`src/rtl/pdm_multi.sv`:
```
// Multi-channel pulse-density modulator with double-buffered levels and control.
// Each channel runs first-order (carry-out) or second-order (error-feedback) modulation.
module pdm_multi #(
  parameter int WIDTH    = 8,
  parameter int CHANNELS = 4,
  parameter int DIV      = 1,
  localparam int AW      = (CHANNELS > 1) ? $clog2(CHANNELS) : 1
) (
  input  logic                clk,
  input  logic                reset,
  input  logic                wr_en,
  input  logic [AW-1:0]       wr_addr,
  input  logic [WIDTH-1:0]    wr_data,
  input  logic                ctrl_wr,
  input  logic [CHANNELS-1:0] ctrl_en,
  input  logic [CHANNELS-1:0] ctrl_order2,
  input  logic                commit,
  output logic                step,
  output logic [CHANNELS-1:0] pdm_out
);

  localparam int CW = (DIV > 1) ? $clog2(DIV) : 1;
  localparam logic [CW-1:0] CNT_MAX = CW'(DIV - 1);
  localparam int SW = WIDTH + 4;
  localparam logic signed [SW-1:0] HALF = SW'(1 << (WIDTH - 1));
  localparam logic signed [SW-1:0] FULL = SW'(1 << WIDTH);
  localparam logic signed [SW-1:0] EMAX = SW'((1 << WIDTH) - 1);
  localparam logic signed [SW-1:0] EMIN = SW'(-(1 << WIDTH));

  logic [CW-1:0]             r_cnt;
  logic                      r_step;
  logic                      w_stepI;

  logic [WIDTH-1:0]          r_levelSh [CHANNELS];
  logic [WIDTH-1:0]          r_level   [CHANNELS];
  logic [CHANNELS-1:0]       r_enSh;
  logic [CHANNELS-1:0]       r_ordSh;
  logic [CHANNELS-1:0]       r_en;
  logic [CHANNELS-1:0]       r_ord;
  logic [CHANNELS-1:0]       r_pdm;

  logic [WIDTH-1:0]          r_acc [CHANNELS];
  logic signed [SW-1:0]      r_e1  [CHANNELS];
  logic signed [SW-1:0]      r_e2  [CHANNELS];

  logic [WIDTH-1:0]          w_levelShNext [CHANNELS];
  logic [CHANNELS-1:0]       w_enNext;
  logic [CHANNELS-1:0]       w_ordNext;
  logic [WIDTH:0]            w_sum  [CHANNELS];
  logic signed [SW-1:0]      w_v    [CHANNELS];
  logic signed [SW-1:0]      w_eRaw [CHANNELS];
  logic signed [SW-1:0]      w_e    [CHANNELS];
  logic [CHANNELS-1:0]       w_y;

  assign w_stepI = (r_cnt == CNT_MAX);
  assign step    = r_step;
  assign pdm_out = r_pdm;

  always_ff @(posedge clk or negedge reset) begin
    if (!reset) begin
      r_cnt  <= '0;
      r_step <= 1'b0;
    end else begin
      r_cnt  <= w_stepI ? '0 : r_cnt + CW'(1);
      r_step <= w_stepI;
    end
  end

  // Shadow values as they will stand after this edge; commit copies these so a
  // same-cycle write reaches the active set. Out-of-range addresses match no channel.
  always_comb begin
    w_enNext  = ctrl_wr ? ctrl_en : r_enSh;
    w_ordNext = ctrl_wr ? ctrl_order2 : r_ordSh;
    for (int c = 0; c < CHANNELS; c++) begin
      w_levelShNext[c] = (wr_en && (wr_addr == AW'(c))) ? wr_data : r_levelSh[c];
    end
  end

  always_ff @(posedge clk or negedge reset) begin
    if (!reset) begin
      for (int c = 0; c < CHANNELS; c++) begin
        r_levelSh[c] <= '0;
        r_level[c]   <= '0;
      end
      r_enSh  <= '0;
      r_ordSh <= '0;
      r_en    <= '0;
      r_ord   <= '0;
    end else begin
      for (int c = 0; c < CHANNELS; c++) begin
        r_levelSh[c] <= w_levelShNext[c];
      end
      r_enSh  <= w_enNext;
      r_ordSh <= w_ordNext;
      if (commit) begin
        for (int c = 0; c < CHANNELS; c++) begin
          r_level[c] <= w_levelShNext[c];
        end
        r_en  <= w_enNext;
        r_ord <= w_ordNext;
      end
    end
  end

  always_comb begin
    for (int c = 0; c < CHANNELS; c++) begin
      w_sum[c]  = {1'b0, r_level[c]} + {1'b0, r_acc[c]};
      w_v[c]    = $signed({4'b0000, r_level[c]}) + (r_e1[c] <<< 1) - r_e2[c];
      w_y[c]    = (w_v[c] >= HALF);
      w_eRaw[c] = w_y[c] ? (w_v[c] - FULL) : w_v[c];
      if (w_eRaw[c] > EMAX) begin
        w_e[c] = EMAX;
      end else if (w_eRaw[c] < EMIN) begin
        w_e[c] = EMIN;
      end else begin
        w_e[c] = w_eRaw[c];
      end
    end
  end

  // A mode change at commit overrides the step update so the new mode starts cold.
  always_ff @(posedge clk or negedge reset) begin
    if (!reset) begin
      for (int c = 0; c < CHANNELS; c++) begin
        r_acc[c] <= '0;
        r_e1[c]  <= '0;
        r_e2[c]  <= '0;
      end
      r_pdm <= '0;
    end else begin
      for (int c = 0; c < CHANNELS; c++) begin
        if (!r_en[c]) begin
          r_acc[c] <= '0;
          r_e1[c]  <= '0;
          r_e2[c]  <= '0;
          r_pdm[c] <= 1'b0;
        end else begin
          if (w_stepI) begin
            if (r_ord[c]) begin
              r_pdm[c] <= w_y[c];
              r_e2[c]  <= r_e1[c];
              r_e1[c]  <= w_e[c];
            end else begin
              r_pdm[c] <= w_sum[c][WIDTH];
              r_acc[c] <= w_sum[c][WIDTH-1:0];
            end
          end
          if (commit && (w_ordNext[c] != r_ord[c])) begin
            r_acc[c] <= '0;
            r_e1[c]  <= '0;
            r_e2[c]  <= '0;
          end
        end
      end
    end
  end

endmodule

```
`config.mk`:
```
export PLATFORM = sky130hd
export DESIGN_NAME = pdm_multi
export DESIGN_NICKNAME = d
export VERILOG_FILES = /design/src/rtl/pdm_multi.sv
export SDC_FILE = /design/constraint.sdc
export NUM_CORES = 1
export LEC_CHECK = 0
export CORE_AREA = 2 2 202 164
export DETAILED_ROUTE_END_ITERATION = 10
export DIE_AREA = 0 0 204 166
export GPL_TIMING_DRIVEN = 1
export PLACE_DENSITY = 0.61
export SYNTH_ARGS = -nofsm -noshare
export SYNTH_HDL_FRONTEND = slang
export SYNTH_SLANG_ARGS = --single-unit
```
`constraint.sdc`:
```
create_clock -name clk -period 4.4 [get_ports clk]
set_input_delay 1.32 -clock clk [delete_from_list [all_inputs] [get_ports clk]]
set_output_delay 1.32 -clock clk [all_outputs]
set_load 0.02 [all_outputs]
```
; Word-level counts from Yosys, hierarchy flattened
; Cells that the tools add are included.
[word_totals]
in_bits = 23
out_inout_bits = 5
reg_bits = 214
[classes]
order_cmp = 12
reduce_logical = 17
muxes = 79
n_eq_ne = 23
n_addsub = 17
bitwise_logic = 1
[ops]
columns = operator, count
row1 = 12-bit 2-to-1 mux, 44
row2 = 8-bit 2-to-1 mux, 20
row3 = 9-bit by 12-bit adder with 12-bit output, 4
row4 = 12-bit by 9-bit >= comparator with 1-bit output (second input constant), 4
row5 = 12-bit by 9-bit > comparator with 1-bit output (second input constant), 4
row6 = 12-bit by 9-bit < comparator with 1-bit output (second input constant), 4
row7 = 12-bit by 10-bit subtractor with 12-bit output (second input constant), 4
row8 = 12-bit subtractor, 4
row9 = 8-bit by 8-bit adder with 9-bit output, 4
row10 = 3-bit by 2-bit inequality test with 1-bit output (second input constant), 8
row11 = 2-bit AND reduction, 8
row12 = 1-bit 2-to-1 mux, 13
row13 = 3-bit by 1-bit inequality test with 1-bit output (second input constant), 4
row14 = 1-bit logical AND, 8
row15 = 4-bit 2-to-1 mux, 2
row16 = 2-bit inequality test (second input constant), 4
row17 = 2-bit equality test (second input constant), 2
row18 = 1-bit inequality test, 4
row19 = 2-bit by 1-bit equality test with 1-bit output (second input constant), 1
row20 = 2-bit zero test, 1
row21 = 1-bit adder (second input constant), 1
row22 = 1-bit NOT, 1

; Depth between registers and ports, before layout
[depth]
ltp_word = 11
mapped_depth = 18
mapped_depth_nobuf = 18

; Worst setup path before layout
; No wires, ideal clock.
[synth_path]
kind = register to register
from = register r_level[9] (netlist name)
to = register r_e1[12] (netlist name)
n_path_buf = 0
path_slack_ns = 0.073
stages_incl_launch_ff = 18
arrival_ns = 4.260
setup_ns = 0.067
path_cell_list = dfrtp_1 > inv_1 > fa_1 > inv_1 > ha_1 > fa_1 > a211oi_1 > o21ai_1 > a21boi_1 > xor2_1 > ha_1 > nor2b_1 > a21oi_1 > nor3b_1 > o21bai_1 > ha_1 > nor2_1 > a221o_1
[synth_via]
elab_chain_cells = 11
word_cells_on_any_way = 13
cone_classes = add/sub: 3 / order compare: 3 / mux: 7
[synth_rtl]
columns = element, line_no
row1 = "start, declared", 35  ; logic [WIDTH-1:0] r_level [CHANNELS];
row2 = "start signal, assigned by index", 97  ; r_level[c] <= w_levelShNext[c];
row3 = 9-bit by 12-bit adder with 12-bit output (*), 108  ; w_v[c] = $signed({4'b0000, r_level[c]}) + (r_e1[c] <<< 1) - r_e2[c];
row4 = 12-bit subtractor (*), 108
row5 = 12-bit by 10-bit subtractor with 12-bit output or 12-bit by 9-bit >= comparator with 1-bit output (tied branches), "110, 109"
row6 = 12-bit 2-to-1 mux (*), 110  ; w_eRaw[c] = w_y[c] ? (w_v[c] - FULL) : w_v[c];
row7 = 12-bit by 9-bit < comparator with 1-bit output, 113  ; end else if (w_eRaw[c] < EMIN) begin
row8 = 12-bit 2-to-1 mux, 113
row9 = 12-bit 2-to-1 mux (*), 111  ; if (w_eRaw[c] > EMAX) begin
row10 = 12-bit 2-to-1 mux (*), 139  ; if (r_ord[c]) begin
row11 = 12-bit 2-to-1 mux (*), 138  ; if (w_stepI) begin
row12 = 12-bit 2-to-1 mux (*), 148  ; if (commit && (w_ordNext[c] != r_ord[c])) begin
row13 = 12-bit 2-to-1 mux (*), 132  ; if (!r_en[c]) begin
row14 = "end signal, assigned by index", 142  ; r_e1[c] <= w_e[c];
row15 = "end, declared", 43  ; logic signed [SW-1:0] r_e1 [CHANNELS];
; Mark *: on every way between the ends. The rest lies on a longest branch, timed or not. The select of a mux whose other input is x is not followed.
; A chain may end at the register's enable or synchronous reset.

; Worst setup path in the final report
[layout_path]
from = register r_level[9] (netlist name)
to = register r_e1[13] (netlist name)
; The elaborated chain is that of the path after synthesis.

==> reports/metrics.cfg <==
[drt]
viasPerCell = 5.113
drt-initial-drc-count = 408
vias = 8636
postRouteAntennaNets = 0
drt_pass1_iterations = 5
wl_um = 26570
drc = 0
avgRoutedWirePerCell_um = 15.73

[layout]
layout_commonest_cell = dfrtp_1
drive_gt1_frac = 0.1379
nets = 1401
antennaDiodeCount = 0
syn_to_final_growth_pct = 14.95
multi_input_area_sq_mm = 0.006600
layout_common_cells = 213 x dfrtp_1, 164 x inv_1, 92 x nand2_1
nFillCells = 3005
final_cells = 1689
seq_area_sq_mm = 0.005330
final_util = 0.4502

[run]
cap_violations = 0

[logic_synthesis]
yosys_warnings = 0
synthAdderAreaFrac = 0.1531
synth_fp_nets = 1349
syn-instance-count = 1194
syn_area_per_cell_sq_um = 10.51
ys_ff_latch = 213
async_flop_share = 1.000
synth_top_family_by_area = compound AO/OA/AOI/OAI gates
synth-simple-area-share = 0.08335
ys_seq_area_frac = 0.4247
synth.distinct_cells = 62
syn_area_sq_mm = 0.01255
synth-compound-area-share = 0.1897
synth-xor-area-share = 0.04925
yosys-mux-area-fraction = 0.03769
synth_edf_count = 0
synth_ff_type = dfrtp_1

[floorplan]
coreArea_sq_mm = 0.03204
rows = 59
dieArea_sq_mm = 0.03386
initial_core_util = 0.3917
dieWidth_um = 204
io_pins = 28
die_h_um = 166

[worst_setup_path]
start_kind = flip-flop
crit_end = r_e1[13]
crit_start = r_level[9]
r2r_end = r_e1[13]
path_class = reg -> reg
r2r-start = r_level[9]
rr_worst_depth = 17
end_kind = flip-flop
critPathMaxFanout = 8
cp.arrival_ns = 4.56
cp.required_ns = 4.81
r2r_setup_slack_ns = 0.25

[sta]
timing.final.crit_share = 0.9439
clock.fmax_mhz = 240.8
fin_skew_ns = 0.01991
final_max_slew_viol_count = 0
tightestPinTransition_ns = 0.7970
setup_violations = 0
slew_headroom = 0.4687
hold_viol = 0
post-route-min-period_ns = 4.153

[global_routing]
antenna_found_initial = 0
grt_usage = 0.1613
grt_max_degree = 101
grt_pass1_wl_um = 44910
gr-total-overflow = 0
grt_pass1_vias = 8894

[clock_tree]
clk_latency_ns = 0.52
cts.sinks = 213
clk_path_buf_depth = 3
cts_tree = done
htree_levels = 1
clkTransAtPathRegs_ns = 0.06
cts_buffers = 22
cts_root_buf = clkbuf_16

[power_and_ir_drop]
leakagePower_nw = 6.739
peakVddDrop_uv = 621.6
power.density_mw_per_mm2 = 735.6
power_w = 0.01061

[outcome]
outcome = complete, no violations

[place]
gp_congestion = 0.8312
placed_cells = 1642
dpl.hpwl_um = 19000
port_buffers = 27

[hold_path]
min-delay-start = r_e1[35]
hold_class = reg -> reg

-- registers in the layout, indices dropped and copies added (netlist names) --
| name | flops |
|---|---|
| r_e2 | 48 |
| r_enSh | 4 |
| r_en | 4 |
| pdm_out | 4 |
| r_e1 | 48 |
| r_ordSh | 4 |
| r_ord | 4 |
| step | 1 |
| r_level | 32 |
| r_levelSh | 32 |
| r_acc | 32 |
-- logic make-up (layout without fill, tap and decap cells) --
group                    Yosys count  count (layout)
multiplexers                      42              42
flip-flops                       213             213
buffers and inverters            198             266
AO/OA/AOI/OAI                    338             338
adder cells (fa/ha/maj)          132             132
other                              1               1
XOR/XNOR                          68              68
AND/OR/NAND/NOR                  202             202
-- metal layers --
metal | global-route usage | vias up | part of all wire
met5 | 0 | - | 0
met4 | 0.02836 | 0 | 0.013
met3 | 0.02531 | 25 | 0.030
met2 | 0.2572 | 108 | 0.45
met1 | 0.2349 | 4227 | 0.50
li1 | - | 4276 | -
-- cells in the mapped netlist (all sizes together), types with 5 or more instances --
| library cell | n | area share |
|---|---|---|
| a211oi | 10 | 0.0068 |
| a21o | 14 | 0.0084 |
| a21oi | 68 | 0.028 |
| a221o | 32 | 0.026 |
| a22o | 52 | 0.036 |
| a31o | 6 | 0.0042 |
| and2 | 6 | 0.0032 |
| and3 | 12 | 0.0068 |
| buf | 5 | 0.0039 |
| clkbuf | 29 | 0.0089 |
| dfrtp | 213 | 0.42 |
| fa | 36 | 0.057 |
| ha | 96 | 0.096 |
| inv | 164 | 0.049 |
| mux2 | 42 | 0.038 |
| nand2 | 94 | 0.029 |
| nand2b | 6 | 0.0030 |
| nand3 | 13 | 0.0060 |
| nor2 | 28 | 0.0088 |
| nor2b | 8 | 0.0040 |
| nor3 | 8 | 0.0032 |
| nor3b | 5 | 0.0030 |
| nor4 | 8 | 0.0064 |
| o211ai | 14 | 0.0084 |
| o21a | 8 | 0.0048 |
| o21ai | 90 | 0.036 |
| o21bai | 16 | 0.0096 |
| xnor2 | 42 | 0.031 |
| xor2 | 26 | 0.018 |
-- worst max-delay path, stage by stage, from the launching register on --
cell and delay [ns]:
dfrtp_1 0.35, inv_1 0.07, fa_1 0.53, inv_1 0.04, ha_1 0.23, fa_1 0.45
a211oi_2 0.29, o21ai_1 0.13, a21boi_1 0.19, xor2_1 0.22, ha_2 0.25, nor2b_2 0.19
nor2_1 0.08, nor3_2 0.11, o21bai_1 0.09, ha_1 0.41, nor2_4 0.10, a221o_1 0.31
-- final cells by class --
type,count,share of cell area
Clock buffer,30,0.04519
Inverter,164,0.04267
Timing Repair Buffer,62,0.03869
Tap cell,427,0.03704
Multi-Input combinational cell,783,0.4575
Clock inverter,10,0.009368
Sequential cell,213,0.3695
-- worst min-delay path by stage --
| stage | endpoint | slack (ns) | depth (start not counted) |
|---|---|---|---|
| floorplan | r_e1[11] | 0.45 | 2 |
| global placement | r_e1[47] | 0.47 | 2 |
| detailed placement | r_e1[35] | 0.47 | 2 |
| CTS | r_e1[35] | 0.49 | 2 |
| global route | r_e2[35] | 0.50 | 1 |
| finish | r_e1[35] | 0.48 | 2 |
-- where the power goes --
part	leakage [nW]	switching [W]	internal, W
registers	2.78	0.000173	0.00228
logic	3.58	0.00339	0.00276
clock network	0.376	0.000796	0.00122
total	6.74	0.00436	0.00625
-- metrics by stage --
stage	setup TNS (ns)	hold slack, ns	worst slack, ns	instance area (sq um)
2_1_floorplan	0	0.4502	0.07310	12550
3_3_place_gp	0	0.4686	0.03729	13450
3_5_place_dp	-2.285	0.4717	-0.1744	13450
4_1_cts	0	0.4857	0.004980	14260
5_1_grt	-0.05399	0.5041	-0.04474	14430
6_report	0	0.4810	0.2468	14430
-- what timing repair did --
item,in CTS,in global routing
endpoints found under the setup margin,27,40
buffers inserted,0,7
endpoints found under the hold margin,0,0
hold buffers,0,0
resized for setup,5,24
pin swaps,0,8
Power figures use the tool's default switching activity.
==> patch 1: new RTL, same settings <==
Reset style: synchronous (`reset`), changed in 3 clocked blocks.
--- a/src/rtl/pdm_multi.sv
+++ b/src/rtl/pdm_multi.sv
@@ -56,7 +56,7 @@
   assign step    = r_step;
   assign pdm_out = r_pdm;
 
-  always_ff @(posedge clk or negedge reset) begin
+  always_ff @(posedge clk) begin
     if (!reset) begin
       r_cnt  <= '0;
       r_step <= 1'b0;
@@ -76,7 +76,7 @@
     end
   end
 
-  always_ff @(posedge clk or negedge reset) begin
+  always_ff @(posedge clk) begin
     if (!reset) begin
       for (int c = 0; c < CHANNELS; c++) begin
         r_levelSh[c] <= '0;
@@ -119,7 +119,7 @@
   end
 
   // A mode change at commit overrides the step update so the new mode starts cold.
-  always_ff @(posedge clk or negedge reset) begin
+  always_ff @(posedge clk) begin
     if (!reset) begin
       for (int c = 0; c < CHANNELS; c++) begin
         r_acc[c] <= '0;
Function: differs if reset is asserted again (counterexample within 4 cycles, from zero or initial values and one cycle with reset low); with reset held inactive, the same outputs for 4 cycles.
==> patch 1 against the unedited design <==
  * The flow now finishes with violations (negative setup slack)
  * Area after synthesis is 2.5% higher
  * Die area stayed put
  * Setup slack got worse by 280 ps
  * Critical endpoint is now r_e1[1][8]
  * Highest routed layer unchanged
  * Final area is 5.9% higher
  * Wire length rose by 1.1%
  * Count of clock-buffer cells in the layout is 1 higher
  * Sequential cell count rose by 1
  * Core utilization grew 2.7 points
Power is not compared: it rests on default switching activity, and its combinational part moved more than twofold at a synthesized area within 25%.
==> patch 1: results (changes against the unedited design) <==
* Status: finished, violations left (was finished clean)
* Failing checks: negative setup slack
* First-pass GRT wire length at 44,300 um (was 44,900 um)
* Final setup vio count at 7 (was 0)
* Hold_ws at 477 ps (was 481 ps)
* Commonest cells in the netlist: edfxtp_1, inv_1, ha_1 (was dfrtp_1, inv_1, ha_1)
* GP Congestion at 0.890 (was 0.831)
* Worst setup path startpoint: r_e1[1][0] (was r_level[9])
* Setup ws final at -37.3 ps (was 247 ps)
* DR pass1 iterations at 6 (was 5)
* Layout cell share with drive strength beyond 1 at 13.6% (was 13.8%)
* Mapped Avg Cell Area at 10.8 sq um (was 10.5 sq um)
* Adder-Cell Fraction of Synth Area at 14.9% (was 15.3%)
* Top cells by area, synth: edfxtp_1, ha_1, dfxtp_1 (was dfrtp_1, ha_1, fa_1)
* Drt initial violations at 382 (was 408)
* Mux cell area share after synthesis at 3.50% (was 3.77%)
* Critical Path AT at 4770 ps (was 4560 ps)
* Synth async-reset ratio at 0% (was 100%)
* # fillers at 2,952 (was 3,005)
* R2R depth at 15 (was 17)
* Final nets at 1,440 (was 1,401)
* Synth cell types at 68 (was 62)
* Number of flops mapped to enable cells by yosys at 160 (was 0)
* Vias at 8,666 (was 8,636)
* Register area share after synthesis at 45.7% (was 42.5%)
-- patch 1: cell types whose count changed after synthesis, moves of 22 or more --
cell | before | now
a221o_1 | 32 | 0
a22o_1 | 52 | 3
and2_1 | 4 | 79
dfrtp_1 | 213 | 0
dfxtp_1 | 0 | 54
edfxtp_1 | 0 | 160
inv_1 | 164 | 129
mux2_2 | 42 | 0
mux2i_1 | 0 | 45
nand2_1 | 92 | 37
nor2_1 | 26 | 67
nor2b_1 | 8 | 57
nor3_1 | 8 | 30
o21ai_0 | 82 | 48
-- patch 1: area by class of cell --
cell class                 count  share of cell area, %
multi-input combinational    812                   43.7
timing repair buffer         104                   5.57
inverter                     129                   3.17
clock buffer                  31                   4.73
tap                          427                   3.50
clock inverter                13                  0.827
sequential                   214                   38.5
-- patch 1: what timing repair did --
item	CTS	global route
pin swaps	7	34
resized for setup	6	45
endpoints found under the setup margin	24	36
buffers inserted	5	9
hold buffers	0	0
gates cloned	0	0
==> patch 2: new RTL, same settings <==
Made on the original files. `CHANNELS`: 4 -> 2.
--- a/src/rtl/pdm_multi.sv
+++ b/src/rtl/pdm_multi.sv
@@ -2,7 +2,7 @@
 // Each channel runs first-order (carry-out) or second-order (error-feedback) modulation.
 module pdm_multi #(
   parameter int WIDTH    = 8,
-  parameter int CHANNELS = 4,
+  parameter int CHANNELS = 2,
   parameter int DIV      = 1,
   localparam int AW      = (CHANNELS > 1) ? $clog2(CHANNELS) : 1
 ) (
Ports: changed (resized ctrl_en, ctrl_order2, pdm_out and wr_addr); port bits go from 28 to 21. The function was not compared with the original's and may differ.
==> patch 2 against the unedited design <==
  * Wire length is 48% lower
  * Sequential cell count is 106 lower
  * Combinational power is 40% lower
  * Sequential power fell by 50%
  * Total power is 46% lower
  * Area after synthesis fell by 50%
  * Core utilization decreased by 21 points
  * Clock power fell by 59%
  * Non-clock buffer count decreased by 13
  * Setup slack got worse by 100 ps
  * Final area decreased by 47%
  * Count of clock-buffer cells in the layout down 20
==> patch 2: results (changes against the unedited design) <==
* Drt initial violations at 251 (was 408)
* Placed cells at 1,062 (was 1,642)
* Layout cell share with drive strength beyond 1 at 15.5% (was 13.8%)
* DR pass1 iterations at 4 (was 5)
* First-pass GRT wire length at 23,200 um (was 44,900 um)
* Buffers added on ports at 20 (was 27)
* Worst-Margin Slew at 807 ps (was 797 ps)
* Clock Tree Buf Depth at 2 (was 3)
* Vias in the first global route at 4,532 (was 8,894)
* Adder-Cell Fraction of Synth Area at 15.2% (was 15.3%)
* Commonest cells in the netlist: dfrtp_1, inv_1, nand2_1 (was dfrtp_1, inv_1, ha_1)
* GP Congestion at 0.849 (was 0.831)
* Clock skew at 8.56 ps (was 19.9 ps)
* CTS buffer count at 9 (was 22)
* Mapped Avg Cell Area at 10.3 sq um (was 10.5 sq um)
* Compound-Gate Fraction of Synth Area at 18.5% (was 19.0%)
* Routed wl met3 at 522 um (was 804 um)
* Uppermost layer routed: met4 (unchanged)
* Routed len/inst at 12.7 um (was 15.7 um)
* Maximum VDD drop at 370 uV (was 622 uV)
* Top cells by area, synth: dfrtp_1, ha_1, fa_1 (unchanged)
* HP Start: r_e2[0] (was r_e1[35])
* Antenna cell count at 0 (unchanged)
* Worst-path clk slew at 70 ps
* Min-Delay Path Class: reg -> reg (unchanged)
* Routed wire length at 13,700 um (was 26,600 um)
* Top flop regs: r_e1: 24 flops, r_e2: 24 flops (was r_e1: 48 flops, r_e2: 48 flops)
* Register area share after synthesis at 42.4% (was 42.5%)
* Global-route met1 utilization at 12.3% (was 23.5%)
* Place WS at -224 ps (was -174 ps)
* Mux cell area share after synthesis at 4.61% (was 3.77%)
* Worst-path fanout max at 3 (was 8)
* Total track usage at 8.44% (was 16.1%)
* Synth warnings at 0 (unchanged)
* Htree depth at 3 (was 1)
* WL met2 at 5910 um (was 12,000 um)
* Largest net degree at the start of global routing at 60 (was 101)
* Final nets at 737 (was 1,401)
* Status: finished clean (unchanged)
* Detail Placement HPWL at 9960 um (was 19,000 um)
* Worst setup path startpoint: r_level[9] (unchanged)
* Max stage delay on crit path at 540 ps
* Clock Latency Late Sink at 360 ps (was 520 ps)
* Critical Path AT at 4490 ps (was 4560 ps)
* Xor/xnor cell area share of the yosys netlist at 4.93% (about the same)
* Synth cell types at 58 (was 62)
* Placed cell area at 7170 sq um (was 13,500 sq um)
* Slowest library cell on the worst path: fa_1 (unchanged)
* Syn_nets at 695 (was 1,349)
* Met2 Track Usage GR at 12.1% (was 25.7%)
* Met3 usage at 2.35% (was 2.53%)
* Wl on met1 at 7150 um (was 13,400 um)
* Synth async-reset ratio at 100% (unchanged)
* Drt via density at 4.12 (was 5.11)
* Leak pwr at 0.00345 uW (was 0.00674 uW)
-- patch 2: cell count changes in the layout (fill, tap and decap cells not counted), moves of 14 or more --
cell | unedited run | this run
a21oi_1 | 66 | 27
a221o_1 | 32 | 15
a22o_1 | 52 | 26
clkbuf_16 | 23 | 9
dfrtp_1 | 213 | 107
fa_1 | 34 | 16
ha_1 | 91 | 44
inv_1 | 164 | 82
mux2_2 | 42 | 23
nand2_1 | 92 | 50
o21ai_0 | 82 | 38
xnor2_1 | 38 | 20
-- patch 2: kinds of logic (layout without fill, tap and decap cells) --
family	count (synthesis)	after routing
AOI/OAI and AO/OA	165	165
and+or+nand+nor	112	112
muxes	25	25
DFF	107	107
adders and majority gates	66	66
other	1	1
xor gates and xnor gates	34	34
buffers and inverters	101	147
-- patch 2: timing repair --
item | in CTS | in global routing
gates resized for setup | 7 | 23
setup endpoints to repair | 17 | 20
setup buffers | 0 | 7
pin swaps | 1 | 10
-- patch 2: worst paths after layout --
check | end | slack, ps | cells past startpoint
setup / recovery | r_e1[20] | 140 | 20
setup reg to reg | r_e1[20] | 140 | 20
hold / removal | r_e2[0] | 490 | 2
min in group asynchronous | r_e2[2] | 1030 | 1
hold reg to reg | r_e2[0] | 490 | 2
max in group asynchronous | r_e1[20] | 2620 | 2
-- patch 2: final cells by class --
type / count / area (sq um)
clock buffers: 10 / 239
clock inverters: 5 / 60.1
multi-input cells: 403 / 3390
fillers: 3443 / 24400
inverters: 83 / 312
repair buffers: 49 / 428
flip-flops and latches: 107 / 2680
well taps: 427 / 534
-- patch 2: worst min-delay path, stage by stage, from the launching register on --
cell and delay (ps):
dfrtp_1 340, nand2_1 40, o21ai_0 70
-- patch 2: report_power, final --
part	total, uW	internal, uW	switching, uW
clock network	834	457	377
registers	1240	1150	92.8
logic	3700	1710	1990
